### src/rtl/truth_table_sweeper_if.sv
// Handshake bundle between the sweeper and its controller / gate under test.
// Purely combinational; no backpressure: the sweeper owns gate_in, and the controller observes the status signals.
interface truth_table_sweeper_if;
    logic       start;
    logic       abort;
    logic       use_default;
    logic [7:0] exp_tt;
    logic [2:0] gate_in;
    logic       gate_out;
    logic       busy;
    logic       done;
    logic       pass;
    logic [7:0] meas_tt;
    logic [7:0] err_mask;

    modport slave (
        input  start, abort, use_default, exp_tt, gate_out,
        output gate_in, busy, done, pass, meas_tt, err_mask
    );

    modport master (
        output start, abort, use_default, exp_tt, gate_out,
        input  gate_in, busy, done, pass, meas_tt, err_mask
    );
endinterface

### src/rtl/truth_table_sweeper.sv
// Sweeps a 3-input gate through all 8 vectors, taking SETTLE_CYCLES+1 cycles per vector, and compares the result with an expected table.
// The sweep completes 8*(SETTLE_CYCLES+1) cycles after start; there is no backpressure: start is ignored while busy, and abort ends a sweep.
module truth_table_sweeper #(
    parameter int         SETTLE_CYCLES = 4,
    parameter logic [7:0] DEFAULT_TT    = 8'hB6
) (
    input  logic                  clk,
    input  logic                  reset,
    truth_table_sweeper_if.slave  bus
);

    typedef enum logic [1:0] {
        S_IDLE   = 2'd0,
        S_SETTLE = 2'd1,
        S_SAMPLE = 2'd2,
        S_DONE   = 2'd3
    } state_t;

    localparam logic [7:0] CNT_LOAD = 8'(SETTLE_CYCLES - 1);

    state_t     r_state;
    state_t     w_state_nxt;
    logic [2:0] r_k;
    logic [7:0] r_cnt;
    logic [7:0] r_exp;
    logic [7:0] r_meas;
    logic [7:0] r_err_mask;
    logic       r_pass;
    logic [1:0] r_sync;
    logic [7:0] w_meas_nxt;
    logic       w_start_ok;

    assign w_start_ok = bus.start && !bus.abort;

    always_ff @(posedge clk or posedge reset) begin
        if (reset) begin
            r_sync <= 2'b00;
        end else begin
            r_sync <= {r_sync[0], bus.gate_out};
        end
    end

    always_ff @(posedge clk or posedge reset) begin
        if (reset) begin
            r_state <= S_IDLE;
        end else begin
            r_state <= w_state_nxt;
        end
    end

    always_comb begin
        w_state_nxt = r_state;
        w_meas_nxt  = r_meas;
        w_meas_nxt[3'd7 - r_k] = r_sync[1];
        unique case (r_state)
            S_IDLE: begin
                if (w_start_ok) w_state_nxt = S_SETTLE;
            end
            S_SETTLE: begin
                if (bus.abort)          w_state_nxt = S_IDLE;
                else if (r_cnt == 8'd0) w_state_nxt = S_SAMPLE;
            end
            S_SAMPLE: begin
                if (bus.abort)          w_state_nxt = S_IDLE;
                else if (r_k == 3'd7)   w_state_nxt = S_DONE;
                else                    w_state_nxt = S_SETTLE;
            end
            S_DONE: begin
                w_state_nxt = S_IDLE;
            end
            default: w_state_nxt = S_IDLE;
        endcase
    end

    // Results for the final vector are folded into err_mask/pass on the same edge that enters DONE.
    always_ff @(posedge clk or posedge reset) begin
        if (reset) begin
            r_k        <= 3'd0;
            r_cnt      <= 8'd0;
            r_exp      <= 8'd0;
            r_meas     <= 8'd0;
            r_err_mask <= 8'd0;
            r_pass     <= 1'b0;
        end else begin
            unique case (r_state)
                S_IDLE: begin
                    if (w_start_ok) begin
                        r_exp      <= bus.use_default ? DEFAULT_TT : bus.exp_tt;
                        r_meas     <= 8'd0;
                        r_err_mask <= 8'd0;
                        r_pass     <= 1'b0;
                        r_k        <= 3'd0;
                        r_cnt      <= CNT_LOAD;
                    end
                end
                S_SETTLE: begin
                    if (bus.abort)          r_k   <= 3'd0;
                    else if (r_cnt != 8'd0) r_cnt <= r_cnt - 8'd1;
                end
                S_SAMPLE: begin
                    if (bus.abort) begin
                        r_k <= 3'd0;
                    end else begin
                        r_meas <= w_meas_nxt;
                        if (r_k != 3'd7) begin
                            r_k   <= r_k + 3'd1;
                            r_cnt <= CNT_LOAD;
                        end else begin
                            r_err_mask <= w_meas_nxt ^ r_exp;
                            r_pass     <= (w_meas_nxt == r_exp);
                        end
                    end
                end
                S_DONE: begin
                    r_k <= 3'd0;
                end
                default: r_k <= 3'd0;
            endcase
        end
    end

    assign bus.gate_in  = (r_state == S_SETTLE || r_state == S_SAMPLE) ? r_k : 3'd0;
    assign bus.busy     = (r_state != S_IDLE);
    assign bus.done     = (r_state == S_DONE);
    assign bus.pass     = r_pass;
    assign bus.meas_tt  = r_meas;
    assign bus.err_mask = r_err_mask;

endmodule

### src/flat_wrapper.sv
// flat-port wrapper written by rule: the top's interface ports become plain ports
module truth_table_sweeper_flat 
#(
    parameter int         SETTLE_CYCLES = 4,
    parameter logic [7:0] DEFAULT_TT    = 8'hB6
)
  (clk, reset, bus_start, bus_abort, bus_use_default, bus_exp_tt, bus_gate_out, bus_gate_in, bus_busy, bus_done, bus_pass, bus_meas_tt, bus_err_mask);
  truth_table_sweeper_if bus_i ();
  input  logic clk;
  input  logic reset;
  input wire logic [$bits(bus_i.start)-1:0] bus_start;
  input wire logic [$bits(bus_i.abort)-1:0] bus_abort;
  input wire logic [$bits(bus_i.use_default)-1:0] bus_use_default;
  input wire logic [$bits(bus_i.exp_tt)-1:0] bus_exp_tt;
  input wire logic [$bits(bus_i.gate_out)-1:0] bus_gate_out;
  output wire logic [$bits(bus_i.gate_in)-1:0] bus_gate_in;
  output wire logic [$bits(bus_i.busy)-1:0] bus_busy;
  output wire logic [$bits(bus_i.done)-1:0] bus_done;
  output wire logic [$bits(bus_i.pass)-1:0] bus_pass;
  output wire logic [$bits(bus_i.meas_tt)-1:0] bus_meas_tt;
  output wire logic [$bits(bus_i.err_mask)-1:0] bus_err_mask;
  assign bus_i.start = bus_start;
  assign bus_i.abort = bus_abort;
  assign bus_i.use_default = bus_use_default;
  assign bus_i.exp_tt = bus_exp_tt;
  assign bus_i.gate_out = bus_gate_out;
  assign bus_gate_in = bus_i.gate_in;
  assign bus_busy = bus_i.busy;
  assign bus_done = bus_i.done;
  assign bus_pass = bus_i.pass;
  assign bus_meas_tt = bus_i.meas_tt;
  assign bus_err_mask = bus_i.err_mask;
  truth_table_sweeper #(.SETTLE_CYCLES(SETTLE_CYCLES), .DEFAULT_TT(DEFAULT_TT)) u_core (.clk(clk), .reset(reset), .bus(bus_i));
endmodule
### config.mk
export PLATFORM = sky130hd
export DESIGN_NAME = truth_table_sweeper_flat
export DESIGN_NICKNAME = d
export VERILOG_FILES = /design/src/rtl/truth_table_sweeper_if.sv /design/src/rtl/truth_table_sweeper.sv /design/src/flat_wrapper.sv
export SDC_FILE = /design/constraint.sdc
export NUM_CORES = 1
export LEC_CHECK = 0
export CAP_MARGIN = 0
export CORE_MARGIN = 2
export CORE_UTILIZATION = 50
export DETAILED_ROUTE_END_ITERATION = 7
export PLACE_DENSITY = 0.85
export SKIP_CTS_REPAIR_TIMING = 1
export SYNTH_ARGS = -nofsm -noshare
export SYNTH_HDL_FRONTEND = slang
export SYNTH_SLANG_ARGS = --single-unit
### constraint.sdc
create_clock -name clk -period 3.7 [get_ports clk]
set_input_delay 0.925 -clock clk [delete_from_list [all_inputs] [get_ports clk]]
set_output_delay 0.925 -clock clk [all_outputs]
set_load 0.02 [all_outputs]
## After elaboration in Yosys (flattened, before gate mapping)

Index checks and enable logic that the tools add are counted.

- Register bits: 40
- Input bits: 14
- Output and inout port bits: 22
- Logic and storage cells: 77

- $add $sub $neg: 3
- Order comparisons: 2
- Equality and inequality tests: 15
- Muxes and demuxes: 32
- Bitwise gates (word level): 1
- Reductions and logical operators: 16

Operators by type and width:

| kind | number |
|---|---|
| 8-bit 2-to-1 mux | 10 |
| 8-bit one-hot mux with 2 select lines | 2 |
| 8-bit one-hot mux with 3 select lines | 1 |
| 3-bit 2-to-1 mux | 5 |
| 3-bit one-hot mux with 4 select lines | 1 |
| 2-bit 2-to-1 mux | 5 |
| 8-bit bitwise mux | 1 |
| 8-bit equality test | 1 |
| 8-bit zero test | 1 |
| 2-bit inequality test, second input constant | 4 |
| 2-bit one-hot mux with 4 select lines | 1 |
| 8-bit nonzero test | 1 |
| 8-bit by 1-bit subtractor with 8-bit output, second input constant | 1 |
| 8-bit bitwise XOR | 1 |
| 2-bit by 1-bit inequality test with 1-bit output, second input constant | 3 |
| 3-bit by 2-bit inequality test with 1-bit output, second input constant | 2 |
| 3-bit AND reduction | 2 |
| 6-bit AND reduction | 1 |
| 2-bit equality test, second input constant | 2 |
| 3-bit by 4-bit < comparator with 1-bit output, second input constant | 1 |
| 1-bit 2-to-1 mux | 4 |
| 2-bit AND reduction | 2 |
| 4-bit AND reduction | 1 |
| 2-bit nonzero test | 2 |
| other kinds (13) | 14 |

## Longest topological paths before layout

Gate-level depths: netlist (run 1).

- Depth in word-level cells: 10
- Gate-level depth with buffers: 8
- Mapped depth without buffers: 7

## Worst setup path before layout (run 1)

No wires, ideal clock.

- Kind: input to register
- Start: input bus_abort
- End: register u_core.r_cnt[7]
- Library setup time: 0.078 ns
- Arrival: 2.140 ns
- Required time: 3.622 ns
- Setup slack: 1.482 ns
- Stages: 5
- Path buffers: 0
- Path through: nand2b_1 > a211oi_4 > nand3_2 > or4_1 > a21oi_1

- Word-level cells in the longest chain between the ends: 4
- Elaborated cells on any way between the ends: 6
- Classes of those cells: eq/ne (3); reduce/logical (3)

RTL lines:

| item | line | text |
|---|---|---|
| start: declaration | flat_wrapper.sv:12 | `input wire logic [$bits(bus_i.abort)-1:0] bus_abort;` |
| 1-bit zero test | truth_table_sweeper.sv:33 | `assign w_start_ok = bus.start && !bus.abort;` |
| 1-bit logical AND | truth_table_sweeper.sv:33 |  |
| 2-bit by 1-bit inequality test with 1-bit output (no line) | -- |  |
| 6-bit AND reduction (no line) (*) | -- |  |
| end signal: assignment | truth_table_sweeper.sv:98 | `else if (r_cnt != 8'd0) r_cnt <= r_cnt - 8'd1;` |
| end: declaration | truth_table_sweeper.sv:24 | `logic [7:0] r_cnt;` |

Every way passes the cells marked *; elsewhere a longest branch is shown, timed or not.
A chain may end at the register's enable or synchronous reset.

## Worst setup path after layout (run 1)

- Start: register u_core.r_state[0]
- End: output bus_gate_in[0]

- Word-level cells in the longest chain between the ends: 3
- Elaborated cells on any way between the ends: 4
- Classes of those cells: eq/ne (2); mux (1); reduce/logical (1)

RTL lines:

| item | line | text |
|---|---|---|
| start: declaration | truth_table_sweeper.sv:21 | `state_t r_state;` |
| start signal: assignment | truth_table_sweeper.sv:47 | `r_state <= w_state_nxt;` |
| 2-bit by 1-bit equality test with 1-bit output / 2-bit equality test (equally long branches) | truth_table_sweeper.sv:122 | `assign bus.gate_in = (r_state == S_SETTLE \|\| r_state == S_SAMPLE) ? r_k : 3'd0;` |
| 1-bit logical OR (*) | truth_table_sweeper.sv:122 |  |
| 3-bit 2-to-1 mux (*) | truth_table_sweeper.sv:122 |  |
| end: declaration | flat_wrapper.sv:16 | `output wire logic [$bits(bus_i.gate_in)-1:0] bus_gate_in;` |

Marks and branches as above.

==> out/results.txt, run 1 <==
outcome = complete, no violations
Final Hold Vio Count = 0
Worst Reg2Reg Path Length in Cells = 7
area share of xor/xnor cells in the synthesized design = 0.05297
first-pass GRT wire length = 7.320 mm
Seq cells post-synth = 40
clk_lat worst skew = 0.29 ns
clock tree buffer depth = 2
most common cell after layout, fill and taps aside = dfrtp_1
Yosys warning total = 0
main combinational cell family by area after synthesis = compound AO/OA/AOI/OAI gates
VDD IR max = 0.2994 mV
post-route design area = 0.002603 mm²
Core Area = 0.004058 mm²
CP Cell Sequence = inv_1 > ha_1 > and2_1 > clkdlybuf4s50_1
crit path kind = flip-flop to output pin
Critical R2R Launch = u_core.r_k[0]$_DFFE_PP0P_
max cap viols = 0
WL final = 4.313 mm
leakage = 0.001178 µW
row cnt = 23
Clock Skew = 0.003021 ns
I/O pins = 36
Slowest cell on crit path = clkdlybuf4s50_1
commonest non-fill, non-tap cells in the layout = 40 x dfrtp_1, 35 x clkdlybuf4s50_1, 17 x inv_1, 17 x nand2_1, 17 x nor2_1
full die area = 0.004839 mm²
Area Growth Syn to Fin = 21.07%
vias = 1656
pin count of the biggest net entering global routing = 30
time the worst path needs with I/O delays and setup = 2.712 ns
Avg WL per Cell = 14.28 µm
CP max FO = 4
share of layout cells above drive strength 1 = 0.05952
Worst Setup End Kind = output pin
asr flop ratio synth = 1.000
CP Data Arrival Time = 1.79 ns
Crit Reg-Reg Endpoint = u_core.r_cnt[7]$_DFFE_PP0P_
vias in the first global route = 1543
Min-Delay Endpoint = u_core.r_sync[1]$_DFF_PP0_
DRT Pass-1 Iters = 4
library cells used by synthesis = 41
DP Wirelength = 3.171 mm
antenna viol nets, final = 0
RSZ-0062 raised after global routing = false
Die X = 69.57 µm
final-report setup violation count = 0
ant diodes = 0
H-Tree Depth = 2
Worst path max stage delay = 0.60 ns
ys flop type = dfrtp_1
fmax = 368.7 MHz
WHS Path Cells = 0
# fillers = 336
nets@finish = 275
Clock Pin Slew Worst Setup and Hold Paths = 0.07 ns
Synth Net Count = 242
CP startpoint kind = flip-flop
Tcrit/Tclk final = 0.7330
Hold Path Class = flip-flop to flip-flop
post-DR vias/cell = 5.483
post-layout util = 0.6414
post-synthesis mux area share = 0.04191
CTS sink cnt = 40
Tot GR Track Use = 0.1931
PwrDens = 528.4 mW/mm²
Port Buf Inserts = 35
CTS tree = built
Post-synth EDFFs = 0
clock root buffer = clkbuf_8
dpl cell area = 0.002525 mm²
CTS Buf Count = 5
initial antenna violation count = 0
Slew @ Worst Pin = 0.5276 ns
startpoint of the worst hold path = u_core.r_sync[0]$_DFF_PP0_
Required @ worst endpoint = 2.77 ns
Overflow after GRT = 0
Setup TNS Final = 0 ns
sequential share of the synthesized area = 0.4657
flop-to-flop setup slack = 1.32 ns
Placer Congestion = 0.7940
drt initial violations = 112
Synth Area in Compound Gates = 0.1723
cells after synthesis = 219
Cell Area, Synth = 0.002150 mm²
Synth Area in Simple Gates = 0.1607
initial core utilization = 0.5298
relative slew slack = 0.6451
Post-Synthesis Mean Instance Area = 9.815 µm²
Post-Synth Adder-Cell Area = 0.05239
Remaining DRCs = 0
Die Ht = 69.57 µm
Slew Limit Fails = 0
==> sequential cells by signal, indices dropped and copies added, names as in the netlist <==
name / count
u_core.r_exp: 8
u_core.r_sync: 2
u_core.r_cnt: 8
u_core.bus.pass: 1
u_core.r_k: 3
u_core.bus.meas_tt: 8
u_core.r_state: 2
u_core.bus.err_mask: 8
==> cells in the mapped netlist (5+ instances only) <==
cell type,instances,area [µm²]
nand2b_1,5,31.28
inv_1,17,63.81
ha_1,9,112.6
nand2_1,17,63.81
nor3_1,5,25.02
dfrtp_1,40,1001
nor2_1,17,63.81
and2_1,5,31.28
o21ai_0,12,60.06
a21oi_1,12,60.06
mux2i_1,9,90.09
xor2_1,5,43.79
clkbuf_1,7,26.28
a22o_1,8,70.07
xnor2_1,8,70.07
o22ai_1,7,43.79
==> critical path: cells and delay by family (launching register included) <==
| kind | cells | cell delay, ns |
|---|---|---|
| adders and majority gates | 1 | 0.30 |
| buffers and inverters | 2 | 0.69 |
| DFF | 1 | 0.39 |
| and+or+nand+nor | 1 | 0.12 |
==> layer usage <==
layer,share of wire,global-route usage
met2,0.49,0.3152
met4,0.012,0.05229
met5,0,0
met3,0.036,0.05087
met1,0.46,0.2555
==> metrics by stage <==
step                      std cells  setup WS (ns)  hold slack (ns)  power [µW]
after floorplan                 219          1.482           0.3312       971.9
after global placement          295         0.8738           0.3315        1089
after detailed placement        295         0.8006           0.3402        1108
after CTS                       302         0.9670           0.3571        1385
after global routing            302         0.8784           0.3849        1478
final                           302         0.9880           0.3570        1375
==> power breakdown <==
part           internal (µW)  switching [µW]  total, µW
sequential               521            78.7        600
clock                    128             143        271
combinational            213             292        504
total                    862             513       1380
==> logic make-up after synthesis <==
logic type / after synthesis
muxes: 9
DFF: 40
xor gates and xnor gates: 13
adders and majority gates: 9
AOI/OAI and AO/OA: 54
buffers and inverters: 28
and+or+nand+nor: 66
==> how the worst max path moves through the flow <==
| stage | startpoint | endpoint | slack [ns] |
|---|---|---|---|
| after floorplan | bus_abort | u_core.r_cnt[7]$_DFFE_PP0P_ | 1.48 |
| after global placement | bus_abort | u_core.r_cnt[7]$_DFFE_PP0P_ | 0.87 |
| after detailed placement | bus_abort | u_core.r_cnt[7]$_DFFE_PP0P_ | 0.80 |
| after CTS | u_core.r_state[0]$_DFFE_PP0P_ | bus_gate_in[0] | 0.97 |
| after global routing | u_core.r_state[1]$_DFFE_PP0P_ | bus_gate_in[0] | 0.88 |
| final | u_core.r_state[0]$_DFFE_PP0P_ | bus_gate_in[0] | 0.99 |
==> layout make-up <==
type	instances	area (µm²)	area share
multi-input combinational	151	1032	0.3966
tap	50	62.56	0.02404
timing repair buffer	37	365.4	0.1404
clock inverter	1	5.005	0.001923
clock buffer	6	72.57	0.02788
sequential	40	1001	0.3846
inverter	17	63.81	0.02452
Note: power is estimated with default switching activity, not from simulation.
==> run 2: changes to the inputs <==
==> constraint.sdc (replaced) <==
create_clock -name clk -period 2.5 [get_ports clk]
set_input_delay 0.625 -clock clk [delete_from_list [all_inputs] [get_ports clk]]
set_output_delay 0.625 -clock clk [all_outputs]
set_load 0.02 [all_outputs]
==> out/results.txt, run 2 (same netlist as run 1, synthesis figures left out) <==
first-pass GRT wire length = 7.990 mm (+9.2%)
Remaining DRCs = 0 (unchanged)
Required @ worst endpoint = 1.88 ns (-0.89 ns)
sequential fraction of design power = 0.387 (-0.049)
I/O pins = 36 (unchanged)
Avg WL per Cell = 15.01 µm (+5.1%)
share of layout cells above drive strength 1 = 0.07451 (+0.01499)
Hold Path Class = flip-flop to flip-flop
relative slew slack = 0.6525 (+0.007356)
initial antenna violation count = 0 (unchanged)
full die area = 0.004839 mm² (unchanged)
vias in the first global route = 1683 (+9.1%)
CP max FO = 4 (unchanged)
CTS Buf Count = 5 (unchanged)
Slew @ Worst Pin = 0.5213 ns (-0.006301 ns)
H-Tree Depth = 2 (unchanged)
WL final = 4.577 mm (+6.1%)
post-layout util = 0.6620 (+0.02066)
DP Wirelength = 3.184 mm (+0.42%)
Worst path max stage delay = 0.63 ns (+0.03 ns)
Post-Layout Cell Count = 305 (+0.99%)
Clock Pin Slew Worst Setup and Hold Paths = 0.07 ns (about the same)
PwrDens = 851.1 mW/mm² (+61%)
initial core utilization = 0.5298 (unchanged)
CP startpoint kind = flip-flop
Logic pwr share = 0.343 (-0.024)
Slew Limit Fails = 0 (unchanged)
outcome = complete, no violations
post-DR vias/cell = 5.475 (-0.15%)
RSZ-0062 raised after global routing = false
vias = 1670 (+0.85%)
leakage = 0.001278 µW (+8.5%)
drt initial violations = 81 (-28%)
max cap viols = 0 (unchanged)
Placer Congestion = 0.8561 (+7.8%)
commonest non-fill, non-tap cells in the layout = 40 x dfrtp_1, 31 x clkdlybuf4s50_1, 17 x inv_1, 17 x nand2_1, 17 x nor2_1
Die X = 69.57 µm (unchanged)
Pint = 1493 µW (+73%)
CTS tree = built
Core Area = 0.004058 mm² (unchanged)
ant diodes = 0 (unchanged)
Place WS = 0.1039 ns (-0.6967 ns)
Port Buf Inserts = 35 (unchanged)
Placed Cells = 298 (+1.0%)
Tot GR Track Use = 0.2089 (+0.01576)
setup ws final = 0.2989 ns (-0.6892 ns)
pin count of the biggest net entering global routing = 41 (+37%)
Overflow after GRT = 0 (unchanged)
VDD IR max = 0.4555 mV (+52%)
most common cell after layout, fill and taps aside = dfrtp_1
row cnt = 23 (unchanged)
Net Sw Frac = 0.3468 (-0.02637)
antenna viol nets, final = 0 (unchanged)
CTS sink cnt = 40 (unchanged)
fmax = 454.3 MHz
hold slack final = 0.3565 ns (-0.0004780 ns)
sequential cell area = 0.001001 mm² (unchanged)
clk_lat worst skew = 0.30 ns (about the same)
CP Cell Sequence = ha_1 > clkdlybuf4s50_1
Final Hold Vio Count = 0 (unchanged)
final-report setup violation count = 0 (unchanged)
clock root buffer = clkbuf_8
Worst Setup End Kind = output pin
Clk pwr share = 0.270 (+0.073)
Die Ht = 69.57 µm (unchanged)
Area Growth Syn to Fin = 24.97%
Tcrit/Tclk final = 0.8804
footprint of the multi-input gates = 0.001032 mm² (unchanged)
crit path kind = flip-flop to output pin
Setup TNS Final = 0 ns (unchanged)
CP Data Arrival Time = 1.58 ns (-0.21 ns)
Slowest cell on crit path = clkdlybuf4s50_1
DRT Pass-1 Iters = 4 (unchanged)
Clock Skew = 0.005746 ns (+0.002725 ns)
time the worst path needs with I/O delays and setup = 2.201 ns
Sw Pwr = 792.9 µW (+55%)
nets@finish = 278 (+1.1%)
clock tree buffer depth = 2 (unchanged)
# fillers = 304 (-9.5%)
==> run 2: area by class of cell <==
cell class	count	share of cell area
clock buffers	5	0.02562
clock inverters	2	0.02236
inverters	17	0.02375
multi-input cells	151	0.3843
flip-flops and latches	40	0.3726
well taps	50	0.02329
repair buffers	40	0.1481
==> run 2: critical path, delay by kind of cell (launching register included) <==
family	cells	cell delay, ns
adders and majority gates	1	0.25
buffers and inverters	1	0.63
DFF	1	0.40
==> run 2: final timing paths <==
kind,start,endpoint,slack [ns],cells past startpoint
setup reg to reg,u_core.r_k[1]$_DFFE_PP0P_,u_core.r_cnt[7]$_DFFE_PP0P_,0.33,7
hold reg to reg,u_core.r_sync[0]$_DFF_PP0_,u_core.r_sync[1]$_DFF_PP0_,0.36,0
min in group asynchronous,reset,u_core.bus.err_mask[7]$_DFFE_PP0P_,0.75,3
max in group asynchronous,reset,u_core.r_k[1]$_DFFE_PP0P_,1.41,3
hold / removal,u_core.r_sync[0]$_DFF_PP0_,u_core.r_sync[1]$_DFF_PP0_,0.36,0
setup / recovery,u_core.r_state[0]$_DFFE_PP0P_,bus_done,0.30,2
==> run 2: stage by stage <==
step	total power, µW	instance area (µm²)
after floorplan	1438	2150
after global placement	1633	2547
after detailed placement	1661	2547
after CTS	2294	2676
after global routing	2440	2686
final	2286	2686
==> run 2: power by group through the flow <==
stage / Sequential [µW] / Combinational [µW] / Clock, µW
floorplan: 879 / 560 / 0
global placement: 885 / 748 / 0
detailed placement: 892 / 769 / 0
CTS: 882 / 783 / 628
global route: 901 / 877 / 663
finish: 885 / 785 / 617
==> run 2: per-layer routing <==
metal	vias up	global-route usage	share of wire
met5	-	0	0
met4	0	0.07407	0.022
met3	11	0.05814	0.046
met2	50	0.3515	0.50
met1	779	0.2574	0.43
li1	830	-	-
